File: config.mk
export PLATFORM = sky130hd
export DESIGN_NAME = discr_scaler_1b_flat
export DESIGN_NICKNAME = d
export VERILOG_FILES = /design/src/rtl/discr_scaler_1b_pkg.sv /design/src/rtl/discr_scaler_1b_if.sv /design/src/rtl/discr_scaler_1b_sat_counter.sv /design/src/rtl/posedge_detector.sv /design/src/rtl/discr_scaler_1b.sv /design/src/flat_wrapper.sv
export SDC_FILE = /design/constraint.sdc
export NUM_CORES = 1
export LEC_CHECK = 0
export ABC_AREA = 1
export ABC_CLOCK_PERIOD_IN_PS = 6400
export CAP_MARGIN = 20
export CORE_MARGIN = 1
export CORE_UTILIZATION = 63
export DETAILED_ROUTE_END_ITERATION = 7
export GPL_TIMING_DRIVEN = 0
export HOLD_SLACK_MARGIN = 0.15
export PLACE_DENSITY = 0.87
export SLEW_MARGIN = 20
export SYNTH_ARGS = -nofsm -noshare
export SYNTH_HDL_FRONTEND = slang
export SYNTH_SLANG_ARGS = --single-unit
File: constraint.sdc
create_clock -name clk -period 6.4 [get_ports clk]
set_input_delay 1.28 -clock clk [delete_from_list [all_inputs] [get_ports clk]]
set_output_delay 1.28 -clock clk [all_outputs]
set_load 0.01 [all_outputs]
File: src/rtl/discr_scaler_1b_pkg.sv
// discr_scaler_pkg: shared types and default widths for the discriminator scaler.
//   state_t          - 2-bit FSM encoding (S_IDLE / S_COUNT)
//   DEF_CNT_WIDTH    - default hit counter width
//   DEF_PERIOD_WIDTH - default window length / dead counter width
package discr_scaler_pkg;
  localparam int DEF_CNT_WIDTH    = 24;
  localparam int DEF_PERIOD_WIDTH = 32;

  typedef enum logic [1:0] {
    S_IDLE  = 2'd0,
    S_COUNT = 2'd1
  } state_t;
endpackage

File: src/rtl/discr_scaler_1b_if.sv
// discr_scaler_1b_if: control, discriminator input and readout bundle.
//   master: drives en/period/bits_in/inhibit_bits, receives counters + strobe
//   slave : the scaler itself
interface discr_scaler_1b_if
  import discr_scaler_pkg::*;
#(
  parameter int P_CNT_WIDTH    = DEF_CNT_WIDTH,
  parameter int P_PERIOD_WIDTH = DEF_PERIOD_WIDTH
);
  logic                      en;
  logic [P_PERIOD_WIDTH-1:0] period;
  logic                      bits_in;
  logic                      inhibit_bits;
  logic [P_CNT_WIDTH-1:0]    hit_cnt;
  logic [P_CNT_WIDTH-1:0]    inhib_hit_cnt;
  logic [P_PERIOD_WIDTH-1:0] dead_cnt;
  logic                      cnt_ovf;
  logic                      cnt_valid;

  modport master (
    output en, period, bits_in, inhibit_bits,
    input  hit_cnt, inhib_hit_cnt, dead_cnt, cnt_ovf, cnt_valid
  );
  modport slave (
    input  en, period, bits_in, inhibit_bits,
    output hit_cnt, inhib_hit_cnt, dead_cnt, cnt_ovf, cnt_valid
  );
endinterface

File: src/rtl/discr_scaler_1b_sat_counter.sv
// discr_scaler_1b_sat_counter: saturating accumulator with sticky overflow.
//   clr_i     - synchronous clear (wins over inc_i)
//   inc_i     - count request
//   nxt_o     - value including this cycle's increment, used to latch the
//               final cycle of a window in the same edge as the clear
//   ovf_nxt_o - sticky overflow including this cycle (set when an increment
//               is dropped because the counter is already all-ones)
module discr_scaler_1b_sat_counter #(
  parameter int WIDTH = 24
) (
  input  logic             clk,
  input  logic             rst_n,
  input  logic             clr_i,
  input  logic             inc_i,
  output logic [WIDTH-1:0] nxt_o,
  output logic             ovf_nxt_o
);
  logic [WIDTH-1:0] cnt_q;
  logic             ovf_q;
  logic             full;

  assign full      = &cnt_q;
  assign nxt_o     = (inc_i && !full) ? cnt_q + WIDTH'(1) : cnt_q;
  assign ovf_nxt_o = ovf_q | (inc_i & full);

  always_ff @(posedge clk) begin
    if (!rst_n || clr_i) begin
      cnt_q <= '0;
      ovf_q <= 1'b0;
    end else begin
      cnt_q <= nxt_o;
      ovf_q <= ovf_nxt_o;
    end
  end
endmodule

File: src/rtl/posedge_detector.sv
// posedge_detector: single-cycle pulse when sig_i is high and was low the
// cycle before. History register resets to 0, so a level already high out
// of reset counts as an edge.
//   clk, rst_n (sync, active low), sig_i -> pulse_o (combinational)
module posedge_detector (
  input  logic clk,
  input  logic rst_n,
  input  logic sig_i,
  output logic pulse_o
);
  logic prev_q;

  always_ff @(posedge clk) begin
    if (!rst_n) prev_q <= 1'b0;
    else        prev_q <= sig_i;
  end

  assign pulse_o = sig_i & ~prev_q;
endmodule

File: src/rtl/discr_scaler_1b.sv
// discr_scaler_1b: counts accepted edges, inhibited edges and inhibited
// cycles over back-to-back windows of `period` cycles, latching totals and
// strobing cnt_valid at each window close.
//   clk, rst_n (sync, active low)
//   bus (slave): en, period, bits_in, inhibit_bits in;
//                hit_cnt, inhib_hit_cnt, dead_cnt, cnt_ovf, cnt_valid out
module discr_scaler_1b
  import discr_scaler_pkg::*;
#(
  parameter int P_CNT_WIDTH    = DEF_CNT_WIDTH,
  parameter int P_PERIOD_WIDTH = DEF_PERIOD_WIDTH
) (
  input  logic                clk,
  input  logic                rst_n,
  discr_scaler_1b_if.slave    bus
);
  state_t                    state_q, state_d;
  logic [P_PERIOD_WIDTH-1:0] period_l_q, tick_q, dead_q, dead_nxt;
  logic [P_CNT_WIDTH-1:0]    hit_out_q, inh_out_q, hit_nxt, inh_nxt;
  logic [P_PERIOD_WIDTH-1:0] dead_out_q;
  logic                      ovf_out_q, valid_q;
  logic                      bit_edge, ovf_hit, ovf_inh;
  logic                      start, run, last, clr;

  posedge_detector u_edge (
    .clk     (clk),
    .rst_n   (rst_n),
    .sig_i   (bus.bits_in),
    .pulse_o (bit_edge)
  );

  discr_scaler_1b_sat_counter #(.WIDTH(P_CNT_WIDTH)) u_hit (
    .clk       (clk),
    .rst_n     (rst_n),
    .clr_i     (clr),
    .inc_i     (run & bit_edge & ~bus.inhibit_bits),
    .nxt_o     (hit_nxt),
    .ovf_nxt_o (ovf_hit)
  );

  discr_scaler_1b_sat_counter #(.WIDTH(P_CNT_WIDTH)) u_inh (
    .clk       (clk),
    .rst_n     (rst_n),
    .clr_i     (clr),
    .inc_i     (run & bit_edge & bus.inhibit_bits),
    .nxt_o     (inh_nxt),
    .ovf_nxt_o (ovf_inh)
  );

  // State register
  always_ff @(posedge clk) begin
    if (!rst_n) state_q <= S_IDLE;
    else        state_q <= state_d;
  end

  // Next state
  always_comb begin
    state_d = S_IDLE;
    case (state_q)
      S_IDLE:  state_d = start ? S_COUNT : S_IDLE;
      S_COUNT: state_d = (!bus.en || (last && bus.period == '0)) ? S_IDLE : S_COUNT;
      default: state_d = S_IDLE;
    endcase
  end

  // FSM outputs. Accumulators are cleared whenever not counting and on the
  // closing cycle (after the final contribution is latched via *_nxt).
  always_comb begin
    start = (state_q == S_IDLE) && bus.en && (bus.period != '0);
    run   = (state_q == S_COUNT) && bus.en;
    last  = run && (tick_q == period_l_q - P_PERIOD_WIDTH'(1));
    clr   = !run || last;
  end

  // acc_dead is bounded by the window length, so a plain adder suffices.
  assign dead_nxt = dead_q + P_PERIOD_WIDTH'(bus.inhibit_bits);

  always_ff @(posedge clk) begin
    if (!rst_n) begin
      period_l_q <= '0;
      tick_q     <= '0;
      dead_q     <= '0;
      hit_out_q  <= '0;
      inh_out_q  <= '0;
      dead_out_q <= '0;
      ovf_out_q  <= 1'b0;
      valid_q    <= 1'b0;
    end else begin
      if (start || last) period_l_q <= bus.period;
      tick_q  <= (run && !last) ? tick_q + P_PERIOD_WIDTH'(1) : '0;
      dead_q  <= clr ? '0 : dead_nxt;
      valid_q <= last;
      if (last) begin
        hit_out_q  <= hit_nxt;
        inh_out_q  <= inh_nxt;
        dead_out_q <= dead_nxt;
        ovf_out_q  <= ovf_hit | ovf_inh;
      end
    end
  end

  assign bus.hit_cnt       = hit_out_q;
  assign bus.inhib_hit_cnt = inh_out_q;
  assign bus.dead_cnt      = dead_out_q;
  assign bus.cnt_ovf       = ovf_out_q;
  assign bus.cnt_valid     = valid_q;
endmodule

File: src/flat_wrapper.sv
// flat-port wrapper written by rule: the top's interface ports become plain ports
module discr_scaler_1b_flat import discr_scaler_pkg::*;
#(
  parameter int P_CNT_WIDTH    = DEF_CNT_WIDTH,
  parameter int P_PERIOD_WIDTH = DEF_PERIOD_WIDTH
)
  (clk, rst_n, bus_en, bus_period, bus_bits_in, bus_inhibit_bits, bus_hit_cnt, bus_inhib_hit_cnt, bus_dead_cnt, bus_cnt_ovf, bus_cnt_valid);
  discr_scaler_1b_if #(.P_CNT_WIDTH(P_CNT_WIDTH), .P_PERIOD_WIDTH(P_PERIOD_WIDTH)) bus_i ();
  input  logic clk;
  input  logic rst_n;
  input wire logic [$bits(bus_i.en)-1:0] bus_en;
  input wire logic [$bits(bus_i.period)-1:0] bus_period;
  input wire logic [$bits(bus_i.bits_in)-1:0] bus_bits_in;
  input wire logic [$bits(bus_i.inhibit_bits)-1:0] bus_inhibit_bits;
  output wire logic [$bits(bus_i.hit_cnt)-1:0] bus_hit_cnt;
  output wire logic [$bits(bus_i.inhib_hit_cnt)-1:0] bus_inhib_hit_cnt;
  output wire logic [$bits(bus_i.dead_cnt)-1:0] bus_dead_cnt;
  output wire logic [$bits(bus_i.cnt_ovf)-1:0] bus_cnt_ovf;
  output wire logic [$bits(bus_i.cnt_valid)-1:0] bus_cnt_valid;
  assign bus_i.en = bus_en;
  assign bus_i.period = bus_period;
  assign bus_i.bits_in = bus_bits_in;
  assign bus_i.inhibit_bits = bus_inhibit_bits;
  assign bus_hit_cnt = bus_i.hit_cnt;
  assign bus_inhib_hit_cnt = bus_i.inhib_hit_cnt;
  assign bus_dead_cnt = bus_i.dead_cnt;
  assign bus_cnt_ovf = bus_i.cnt_ovf;
  assign bus_cnt_valid = bus_i.cnt_valid;
  discr_scaler_1b #(.P_CNT_WIDTH(P_CNT_WIDTH), .P_PERIOD_WIDTH(P_PERIOD_WIDTH)) u_core (.clk(clk), .rst_n(rst_n), .bus(bus_i));
endmodule
-- After elaboration in Yosys (flattened, before gate mapping)
Index checks and enable logic that the tools add are counted.
- reduce and logical (&&, ||, !) cells: 25
- bitwise gates (word level): 12
- multiplexer cells: 5
- add/subtract/negate cells: 5
- eq/ne operators: 2
- operators by type and width (operator ; number):
    adder 24 x 1 -> 24 bit (second input constant) ; 2
    2-to-1 mux 24 bit ; 2
    AND reduction 24 bit ; 2
    adder 32 x 1 -> 32 bit ; 1
    adder 32 x 1 -> 32 bit (second input constant) ; 1
    equality test 32 bit ; 1
    logical NOT 32 bit ; 1
    nonzero test 32 bit ; 1
    subtractor 32 x 1 -> 32 bit (second input constant) ; 1
    logical AND 1 bit ; 8
    bitwise AND 1 bit ; 6
    logical NOT 1 bit ; 6
    logical OR 1 bit ; 4
    case mux 2 bit (2 select lines) ; 1
    NOT 1 bit ; 3
    OR 1 bit ; 3
    equality test 2 x 1 -> 1 bit (second input constant) ; 1
    logical NOT 2 bit ; 1
    2-to-1 mux 1 bit ; 2
    AND reduction 2 bit ; 1
    OR reduction 2 bit ; 1
- output and inout port bits: 82
- input bits: 37
- bits in registers: 231
- word-level logic and storage cells: 63

-- Logic depth before layout (Yosys ltp)
Gate-level depths: netlist of run 1.
- word-level depth: 7
- gate-level depth with buffers: 20
- mapped depth without buffers: 19

-- Modules after synthesis
A second synthesis of run 1 with hierarchy kept.
- cell total of the unflattened synthesis: 1986
- area, all modules: 12528.3 sq um
- modules (own cells, without submodules) (module ; sequential area each (sq um) ; area an instance (sq um) ; cells each ; times used):
    discr_scaler_1b ; 3583.4 ; 9247.6 ; 1447 ; 1
    discr_scaler_1b_sat_counter ; 500.5 ; 1621.6 ; 267 ; 2
    posedge_detector ; 20.0 ; 37.5 ; 5 ; 1

-- Least setup slack after synthesis of run 1
OpenSTA, ideal clock, no wires.
- path type: input to register
- start: in bus_inhibit_bits
- end: reg u_core.dead_out_q[30] (netlist: u_core.bus.dead_cnt[30])
- library setup time: 64 ps
- required time: 6336 ps
- arrival: 3098 ps
- cell stages on the path: 13
- slack: 3237 ps
- buffers on the path: 0
- cells stage by stage: ha_1 ha_1 nand3_1 nor2_1 nand3_1 nor2_1 nand2_1 nor2_1 nand4_1 nor3_1 xor2_1 o21ai_0 nor2_1
- longest elaborated chain between the ends: 1
- RTL lines (item ; line ; text):
    start, declared ; flat_wrapper.sv:14 ; input wire logic [$bits(bus_i.inhibit_bits)-1:0] bus_inhibit_bits;
    adder 32 x 1 -> 32 bit ; discr_scaler_1b.sv:76 ; assign dead_nxt = dead_q + P_PERIOD_WIDTH'(bus.inhibit_bits);
    end signal, assigned ; discr_scaler_1b.sv:96 ; dead_out_q <= dead_nxt;
    end, declared ; discr_scaler_1b.sv:20 ; logic [P_PERIOD_WIDTH-1:0] dead_out_q;
Every way passes these cells.
A chain may end at the register's enable or synchronous reset.

-- Worst setup path in the final report of run 1
- start: in bus_period[15]
- end: reg u_core.period_l_q[29]
- longest elaborated chain between the ends: 3
- RTL lines (item ; line ; text):
    start, declared ; flat_wrapper.sv:12 ; input wire logic [$bits(bus_i.period)-1:0] bus_period;
    nonzero test 32 bit ; discr_scaler_1b.sv:69 ; start = (state_q == S_IDLE) && bus.en && (bus.period != '0);
    logical AND 1 bit ; discr_scaler_1b.sv:69 ;
    logical OR 1 bit ; discr_scaler_1b.sv:89 ; if (start || last) period_l_q <= bus.period;
    end signal, assigned ; discr_scaler_1b.sv:89 ;
    end, declared ; discr_scaler_1b.sv:18 ; logic [P_PERIOD_WIDTH-1:0] period_l_q, tick_q, dead_q, dead_nxt;
Every way passes these cells.

==> results of run 1 <==
## layout make-up
| class | instances | share of cell area (%) |
|---|---|---|
| Clock buffer | 34 | 4.90 |
| Clock inverter | 11 | 1.38 |
| Inverter | 400 | 9.94 |
| Sequential cell | 230 | 30.5 |
| Timing Repair Buffer | 117 | 7.76 |
| Multi-Input combinational cell | 1285 | 40.9 |
| Buffer | 66 | 2.47 |
| Tap cell | 265 | 2.20 |
## worst paths after layout
path	slack, ns	from	end	cells after the start
max	2.66	bus_period[15]	u_core.period_l_q[29]	10
min	0.48	u_core.tick_q[0]	u_core.tick_q[0]	1
max reg2reg	3.12	u_core.u_hit.cnt_q[0]	u_core.bus.hit_cnt[15]	13
min reg2reg	0.48	u_core.tick_q[0]	u_core.tick_q[0]	1
## per-stage QoR
step	hold slack [ns]	utilization [%]
floorplan	0.436	-
global placement	0.457	72.2
detailed placement	0.470	72.2
CTS	0.484	77.1
global route	0.525	77.1
finish	0.483	77.1
## worst reg2reg max path: cells and delay by family (launching register included)
family | cells | cell delay (ns)
DFF | 1 | 0.45
adders and majority gates | 1 | 0.28
AOI/OAI and AO/OA | 2 | 0.42
buffers and inverters | 3 | 0.49
and+or+nand+nor | 7 | 1.53
## cells in the final DEF (no fill, tap or decap), types with 25 or more instances in the layout
cell type / n
sky130_fd_sc_hd__nand4_1: 33
sky130_fd_sc_hd__clkbuf_1: 27
sky130_fd_sc_hd__clkdlybuf4s50_1: 117
sky130_fd_sc_hd__o21ai_0: 83
sky130_fd_sc_hd__nor2_1: 341
sky130_fd_sc_hd__nor3_1: 47
sky130_fd_sc_hd__nor4_1: 28
sky130_fd_sc_hd__xnor2_1: 25
sky130_fd_sc_hd__inv_1: 389
sky130_fd_sc_hd__dfxtp_1: 230
sky130_fd_sc_hd__a21oi_1: 59
sky130_fd_sc_hd__xor2_1: 83
sky130_fd_sc_hd__clkbuf_16: 25
sky130_fd_sc_hd__nand2_1: 406
sky130_fd_sc_hd__nand3_1: 107
## flip-flops by register name, indices dropped and copies added, names as in the netlist
register / flops
u_core.bus.cnt_ovf: 1
u_core.bus.cnt_valid: 1
u_core.bus.dead_cnt: 32
u_core.bus.hit_cnt: 24
u_core.bus.inhib_hit_cnt: 24
u_core.dead_q: 32
u_core.period_l_q: 32
u_core.state_q: 1
u_core.tick_q: 32
u_core.u_edge.prev_q: 1
u_core.u_hit.cnt_q: 24
u_core.u_hit.ovf_q: 1
u_core.u_inh.cnt_q: 24
u_core.u_inh.ovf_q: 1
## power groups by stage
stage,Combinational [mW],Sequential (mW),Clock [mW]
after detailed placement,0.290,1.50,0
final,0.298,1.47,1.63
after global routing,0.333,1.47,1.70
after CTS,0.294,1.47,1.64
after floorplan,0.207,1.50,0
after global placement,0.286,1.50,0
## routing by layer
| metal | wire [µm] | global-route usage (%) | vias up |
|---|---|---|---|
| met3 | 2490 | 4.50 | 79 |
| met5 | 0 | 0 | - |
| met1 | 15400 | 44.5 | 5698 |
| li1 | - | - | 6327 |
| met4 | 1010 | 12.3 | 0 |
| met2 | 16700 | 60.6 | 497 |
## cells by family (layout without fill, tap and decap cells)
group	after synthesis	count (layout)	synth area share (%)
compound gates	167	167	6.70
flops	230	230	36.4
simple gates	999	999	33.5
xor+xnor	109	109	7.66
buf+inv	466	628	14.8
fa+ha+maj	6	6	0.594
mux	4	4	0.317
==> impl_metrics.xml, run 1 <==
<?xml version="1.0" encoding="UTF-8"?>
<metrics>
  <group name="layout">
    <metric name="areaGrowthSynthToFinish" unit="%">19.4</metric>
    <metric name="finish.cell_count_without_fillers" unit="">2408</metric>
    <metric name="sequential_cell_area" unit="µm²">4600</metric>
    <metric name="layout.nets" unit="">2168</metric>
    <metric name="finalInstanceArea" unit="µm²">15100</metric>
    <metric name="antennaDiodeCount" unit="">0</metric>
    <metric name="filler_cell_count" unit="">1509</metric>
    <metric name="final_layout_size_suffix_gt1_share" unit="%">5.18</metric>
    <metric name="multi_input_area" unit="µm²">6170</metric>
  </group>
  <group name="clocking">
    <metric name="clock_slew_at_the_register_clock_pins_of_the_worst_setup_and_hold_paths" unit="ns">0.06</metric>
    <metric name="post-cts-setup-buffer-count" unit="">0</metric>
    <metric name="num_clock_sinks" unit="">230</metric>
    <metric name="cts_max_level" unit="">1</metric>
    <metric name="clk_latency_worst_skew_pair" unit="ns">0.54</metric>
    <metric name="postCtsHoldBufs" unit="">0</metric>
    <metric name="buffer_type_at_the_clock_tree_root" unit="">sky130_fd_sc_hd__clkbuf_16</metric>
    <metric name="cts_tree" unit="">yes</metric>
    <metric name="ctsLongestPathBuffers" unit="">3</metric>
    <metric name="tritoncts.num_buffers" unit="">25</metric>
    <metric name="postCtsResizedCells" unit="">0</metric>
  </group>
  <group name="power_and_ir_drop">
    <metric name="power.share.sequential" unit="%">43.2</metric>
    <metric name="totalPowerFinal" unit="mW">3.40</metric>
    <metric name="total_leakage_power" unit="nW">6.20</metric>
    <metric name="worst_ir_drop_vdd" unit="mV">0.206</metric>
    <metric name="power.share.clock" unit="%">48.0</metric>
    <metric name="power.internal" unit="mW">2.58</metric>
    <metric name="power.density_cell_area" unit="nW/µm²">225</metric>
    <metric name="p_sw" unit="mW">0.824</metric>
    <metric name="switching_share" unit="%">24.2</metric>
    <metric name="combPwrFrac" unit="%">8.8</metric>
  </group>
  <group name="synth">
    <metric name="synthMostInstantiatedCell" unit="">sky130_fd_sc_hd__nand2_1</metric>
    <metric name="yosysSeqAreaShare" unit="%">36.4</metric>
    <metric name="ys.flop_type" unit="">sky130_fd_sc_hd__dfxtp_1</metric>
    <metric name="synth_area_leader_cell" unit="">sky130_fd_sc_hd__dfxtp_1</metric>
    <metric name="synth.top_cells.by_count" unit="">406 x sky130_fd_sc_hd__nand2_1, 389 x sky130_fd_sc_hd__inv_1, 341 x sky130_fd_sc_hd__nor2_1, 230 x sky130_fd_sc_hd__dfxtp_1, 107 x sky130_fd_sc_hd__nand3_1</metric>
    <metric name="yosys-top-cells-area" unit="">sky130_fd_sc_hd__dfxtp_1 36%, sky130_fd_sc_hd__nand2_1 12%, sky130_fd_sc_hd__inv_1 12%</metric>
    <metric name="synth_cell_types" unit="">41</metric>
    <metric name="register_bit_total_from_synthesis" unit="">230</metric>
    <metric name="async_flop_share" unit="%">0</metric>
    <metric name="synthesis.yosys.warnings" unit="">0</metric>
    <metric name="synth_edf_count" unit="">0</metric>
    <metric name="post_synth.cell_area_avg" unit="µm²">6.38</metric>
    <metric name="synth_top_cell_area_share" unit="%">36.4</metric>
    <metric name="syn_nets" unit="">2024</metric>
    <metric name="syn-instance-count" unit="">1981</metric>
    <metric name="synthesis.area" unit="µm²">12600</metric>
  </group>
  <group name="flow_run">
    <metric name="max-cap-violations" unit="">0</metric>
  </group>
  <group name="global_route">
    <metric name="globalRouteOverflowTotal" unit="">0</metric>
    <metric name="first_pass_grt_wire_length" unit="µm">56800</metric>
    <metric name="maximum_number_of_pins_on_one_net_before_global_route_repair" unit="">15</metric>
    <metric name="grt_antenna_before_repair" unit="">0</metric>
    <metric name="first_global_vias" unit="">11800</metric>
    <metric name="grtUsageTotal" unit="%">35.0</metric>
  </group>
  <group name="placed_design">
    <metric name="detailedPlacementHpwl" unit="µm">26400</metric>
    <metric name="post-place-cells" unit="">2363</metric>
    <metric name="post_dp_cell_area" unit="µm²">14200</metric>
    <metric name="finalWeightedCongestion" unit="">0.958</metric>
    <metric name="place_worst_setup_slack" unit="ns">2.22</metric>
    <metric name="count_of_input_and_output_buffers" unit="">117</metric>
  </group>
  <group name="sta">
    <metric name="max_slew.worst_pin.slew" unit="ns">0.870</metric>
    <metric name="drv_slew" unit="">0</metric>
    <metric name="final.setup_skew" unit="ns">0.0123</metric>
    <metric name="final_hold_viol_count" unit="">0</metric>
    <metric name="setup_ws" unit="ns">2.66</metric>
    <metric name="post-route-min-period" unit="ns">3.74</metric>
    <metric name="fmax" unit="MHz">267</metric>
    <metric name="max-slew-margin-rel" unit="%">41.5</metric>
    <metric name="tns" unit="ns">0</metric>
    <metric name="rsz_0062_raised_after_global_routing" unit="">false</metric>
    <metric name="finalSetupViolCount" unit="">0</metric>
    <metric name="min_period_over_period" unit="%">58.4</metric>
  </group>
  <group name="floorplanning">
    <metric name="initial_core_utilization" unit="%">64.6</metric>
    <metric name="core.rowCount" unit="">51</metric>
    <metric name="floorplan.core_area" unit="µm²">19600</metric>
    <metric name="io_count" unit="">119</metric>
    <metric name="die_w" unit="µm">144</metric>
    <metric name="die-height" unit="µm">144</metric>
    <metric name="die_area" unit="µm²">20600</metric>
  </group>
  <group name="critical_path">
    <metric name="worst-path-buf-inv" unit="">3</metric>
    <metric name="critical_path.endpoint_type" unit="">register</metric>
    <metric name="worst_ep_required_time" unit="ns">6.82</metric>
    <metric name="crit_path_frequent_cell" unit="">sky130_fd_sc_hd__buf_1</metric>
    <metric name="timing.setup.critical_path_class" unit="">input port to register</metric>
    <metric name="worstPathMaxFanout" unit="">10</metric>
    <metric name="timing.critical_path.slowest_stage_cell" unit="">sky130_fd_sc_hd__buf_1</metric>
    <metric name="crit_path_max_incr_delay" unit="ns">0.53</metric>
    <metric name="timing.critical_path.from_type" unit="">input port</metric>
    <metric name="worstPathCellList" unit="">clkdlybuf4s50_1, nor4_1, nand4_1, o21ai_0, or2_2, buf_1, buf_1, nand3_1, nand2_1, nor2_1</metric>
    <metric name="critical-path-top-delay-family" unit="">buffers and inverters</metric>
    <metric name="worst_ep_arrival_time" unit="ns">4.16</metric>
  </group>
  <group name="routing">
    <metric name="ant_nets" unit="">0</metric>
    <metric name="viasPerCell" unit="">5.23</metric>
    <metric name="post-route-drc-count" unit="">4</metric>
    <metric name="wirelength" unit="µm">35600</metric>
    <metric name="detailedRoute.firstPassIterationCount" unit="">8</metric>
    <metric name="drt-initial-drc-count" unit="">888</metric>
    <metric name="route.vias.total" unit="">12600</metric>
    <metric name="drt-wirelength-per-cell" unit="µm">14.8</metric>
  </group>
  <group name="min_path">
    <metric name="holdCritPathClass" unit="">register to register</metric>
  </group>
  <group name="outcome">
    <metric name="outcome" unit="">complete, but fails checks</metric>
    <metric name="failing_checks" unit="">DRC</metric>
  </group>
</metrics>
Note: power is estimated with default switching activity, not from simulation.
==> inputs of run 2 (changes only) <==
--- a/config.mk
+++ b/config.mk
@@ -6,14 +6,14 @@
 export NUM_CORES = 1
 export LEC_CHECK = 0
 export ABC_AREA = 1
-export ABC_CLOCK_PERIOD_IN_PS = 6400
+export ABC_CLOCK_PERIOD_IN_PS = 3200
 export CAP_MARGIN = 20
 export CORE_MARGIN = 1
-export CORE_UTILIZATION = 63
+export CORE_UTILIZATION = 53
 export DETAILED_ROUTE_END_ITERATION = 7
 export GPL_TIMING_DRIVEN = 0
 export HOLD_SLACK_MARGIN = 0.15
-export PLACE_DENSITY = 0.87
+export PLACE_DENSITY = 0.78
 export SLEW_MARGIN = 20
 export SYNTH_ARGS = -nofsm -noshare
 export SYNTH_HDL_FRONTEND = slang
==> constraint.sdc (replaced) <==
create_clock -name clk -period 3.2 [get_ports clk]
set_input_delay 0.64 -clock clk [delete_from_list [all_inputs] [get_ports clk]]
set_output_delay 0.64 -clock clk [all_outputs]
set_load 0.01 [all_outputs]
==> run 2 against run 1 <==
The flow now finishes without violations. Hold slack better by 0.0020 ns. Worst setup slack lost 2.5 ns. Count of clock-buffer cells in the layout rose by 4. Via count fell by 3.7%. Cell area about the same. Critical path depth is 7 higher. Wire length shrank 5.3%. Largest power group unchanged. Flip-flop and latch count did not move. Combinational power is 99% higher.
==> impl_metrics.xml, run 2 (synthesized netlist as in run 1, its figures left out) <==
<?xml version="1.0" encoding="UTF-8"?>
<metrics>
  <group name="critical_path">
    <metric name="crit_path_frequent_cell" unit="">sky130_fd_sc_hd__nand2_1</metric>
    <metric name="critical_path.endpoint_type" unit="">register</metric>
    <metric name="worstPathMaxFanout" unit="">10</metric>
    <metric name="r2r_start" unit="">u_core.period_l_q[1]</metric>
    <metric name="worstPathCellList" unit="">inv_1, ha_1, nand3_2, nor2_4, nand2_1, o21ai_1, nand2_1, nand2_1, nand2_1, nor2_1, nand3_1, nor2_2, nand3_4, buf_6, buf_2, nor2_1, nor2_1</metric>
    <metric name="timing.critical_path.slowest_stage_cell" unit="">sky130_fd_sc_hd__dfxtp_1</metric>
    <metric name="critical_path_startpoint" unit="">u_core.period_l_q[1]</metric>
    <metric name="timing.critical_path.from_type" unit="">register</metric>
    <metric name="crit_path_max_incr_delay" unit="ns">0.30</metric>
    <metric name="worst_ep_arrival_time" unit="ns">3.47</metric>
    <metric name="worst_ep_required_time" unit="ns">3.63</metric>
    <metric name="timing.setup.critical_path_class" unit="">register to register</metric>
  </group>
  <group name="global_route">
    <metric name="globalRouteOverflowTotal" unit="">0</metric>
    <metric name="maximum_number_of_pins_on_one_net_before_global_route_repair" unit="">14</metric>
    <metric name="first_global_vias" unit="">11100</metric>
    <metric name="grt_antenna_before_repair" unit="">1</metric>
    <metric name="first_pass_grt_wire_length" unit="µm">54700</metric>
    <metric name="grtUsageTotal" unit="%">27.9</metric>
  </group>
  <group name="outcome">
    <metric name="outcome" unit="">finished, final reports clean</metric>
  </group>
  <group name="floorplanning">
    <metric name="floorplan.core_area" unit="µm²">23500</metric>
    <metric name="die-height" unit="µm">156</metric>
    <metric name="die_w" unit="µm">156</metric>
    <metric name="die_area" unit="µm²">24500</metric>
    <metric name="initial_core_utilization" unit="%">53.9</metric>
    <metric name="io_count" unit="">119</metric>
    <metric name="core.rowCount" unit="">56</metric>
  </group>
  <group name="min_path">
    <metric name="holdCritPathClass" unit="">register to register</metric>
    <metric name="hold_start" unit="">u_core.tick_q[0]</metric>
  </group>
  <group name="placed_design">
    <metric name="finalWeightedCongestion" unit="">0.960</metric>
    <metric name="count_of_input_and_output_buffers" unit="">117</metric>
    <metric name="detailedPlacementHpwl" unit="µm">26000</metric>
  </group>
  <group name="clocking">
    <metric name="num_clock_sinks" unit="">230</metric>
    <metric name="ctsLongestPathBuffers" unit="">3</metric>
    <metric name="clock_slew_at_the_register_clock_pins_of_the_worst_setup_and_hold_paths" unit="ns">0.06</metric>
    <metric name="cts_max_level" unit="">1</metric>
    <metric name="postCtsHoldBufs" unit="">0</metric>
    <metric name="cts_tree" unit="">yes</metric>
    <metric name="tritoncts.num_buffers" unit="">25</metric>
    <metric name="clk_latency_worst_skew_pair" unit="ns">0.55</metric>
    <metric name="buffer_type_at_the_clock_tree_root" unit="">sky130_fd_sc_hd__clkbuf_16</metric>
  </group>
  <group name="sta">
    <metric name="post-route-min-period" unit="ns">3.04</metric>
    <metric name="final_hold_viol_count" unit="">0</metric>
    <metric name="fmax" unit="MHz">329</metric>
    <metric name="hold_slack" unit="ns">0.485</metric>
    <metric name="min_period_over_period" unit="%">95.0</metric>
    <metric name="max-slew-margin-rel" unit="%">41.5</metric>
    <metric name="finalSetupViolCount" unit="">0</metric>
    <metric name="final.setup_skew" unit="ns">0.0165</metric>
    <metric name="drv_slew" unit="">0</metric>
    <metric name="max_slew.worst_pin.slew" unit="ns">0.870</metric>
    <metric name="tns" unit="ns">0</metric>
  </group>
  <group name="routing">
    <metric name="post-route-drc-count" unit="">0</metric>
    <metric name="detailedRoute.firstPassIterationCount" unit="">7</metric>
    <metric name="drt-initial-drc-count" unit="">881</metric>
    <metric name="drt-wirelength-per-cell" unit="µm">13.7</metric>
    <metric name="ant_nets" unit="">0</metric>
    <metric name="route.vias.total" unit="">12100</metric>
    <metric name="viasPerCell" unit="">4.93</metric>
    <metric name="wirelength" unit="µm">33700</metric>
  </group>
  <group name="power_and_ir_drop">
    <metric name="total_leakage_power" unit="nW">6.15</metric>
    <metric name="power.density_cell_area" unit="nW/µm²">430</metric>
    <metric name="worst_ir_drop_vdd" unit="mV">0.348</metric>
  </group>
  <group name="layout">
    <metric name="fin_util" unit="%">64.4</metric>
    <metric name="final_layout_size_suffix_gt1_share" unit="%">5.32</metric>
    <metric name="layout.cells.most_common_list" unit="">405 x sky130_fd_sc_hd__nand2_1, 389 x sky130_fd_sc_hd__inv_1, 339 x sky130_fd_sc_hd__nor2_1</metric>
    <metric name="areaGrowthSynthToFinish" unit="%">19.4</metric>
    <metric name="mostFrequentLayoutCell" unit="">sky130_fd_sc_hd__nand2_1</metric>
    <metric name="layout.nets" unit="">2167</metric>
  </group>
  <group name="flow_run">
    <metric name="max-cap-violations" unit="">0</metric>
  </group>
</metrics>
==> run 2: cell count changes in the layout (fill, tap and decap cells not counted), moves of 2 or more <==
| cell | change |
|---|---|
| sky130_fd_sc_hd__bufinv_16 | -3 |
| sky130_fd_sc_hd__nor3_1 | -2 |
| sky130_fd_sc_hd__clkbuf_8 | -2 |
| sky130_fd_sc_hd__o21ai_1 | -2 |
| sky130_fd_sc_hd__nor2_1 | -2 |
| sky130_fd_sc_hd__o21ai_2 | +2 |
| sky130_fd_sc_hd__clkinv_4 | -2 |
| sky130_fd_sc_hd__clkbuf_1 | +6 |
| sky130_fd_sc_hd__nor2_4 | +2 |
| sky130_fd_sc_hd__nor3_2 | +2 |
==> run 2: cell type report <==
cell class / instances / area (µm²)
Multi-Input combinational cell: 1285 / 6210
Fill cell: 2212 / 8360
Clock inverter: 7 / 109
Sequential cell: 230 / 4600
Tap cell: 319 / 399
Timing Repair Buffer: 117 / 1170
Buffer: 65 / 372
Antenna cell: 1 / 2.50
Inverter: 400 / 1500
Clock buffer: 38 / 734
==> run 2: metal layers <==
layer  share of wire [%]  global-route usage (%)  wire, µm  vias to the layer above
met5                   0                       0         0                        -
met4                 2.2                    7.75       758                        0
met3                 5.7                    3.38      1920                       51
met2                  46                    47.6     15600                      329
met1                  46                    37.1     15500                     5426
li1                    -                       -         -                     6325
==> run 2: timing repair <==
item,in CTS,in global routing
resized for setup,0,12
buffers inserted,0,0
endpoints found under the hold margin,0,0
endpoints found under the setup margin,0,61
==> run 2: power breakdown <==
group	total, mW	switching [mW]	internal, mW	leakage [nW]
clock network	2.96	1.21	1.75	0.412
registers	2.94	0.0427	2.90	1.86
logic	0.593	0.373	0.220	3.88
==> run 2: worst max-delay path, delay by kind of cell, from the launching register on <==
kind	cells	cell delay, ns
compound gates	1	0.24
flops	1	0.30
buf+inv	3	0.54
fa+ha+maj	1	0.21
simple gates	12	1.63
==> run 2: per-stage QoR <==
stage / cells / cell area (µm²) / setup WS (ns) / total power [mW]
2_1_floorplan: 1981 / 12600 / 0.677 / 3.40
4_1_cts: 2462 / 15100 / 0.0826 / 6.53
3_3_place_gp: 2417 / 14200 / -0.409 / 3.58
6_report: 2462 / 15100 / 0.160 / 6.50
3_5_place_dp: 2417 / 14200 / -0.471 / 3.58
5_1_grt: 2462 / 15100 / -0.00977 / 6.74
==> run 2: final timing paths <==
path                                          endpoint  slack (ns)  cells past startpoint
worst max register to register  u_core.bus.hit_cnt[23]        0.16                     17
worst min-delay path                  u_core.tick_q[0]        0.49                      1
worst max-delay path            u_core.bus.hit_cnt[23]        0.16                     17
worst min register to register        u_core.tick_q[0]        0.49                      1
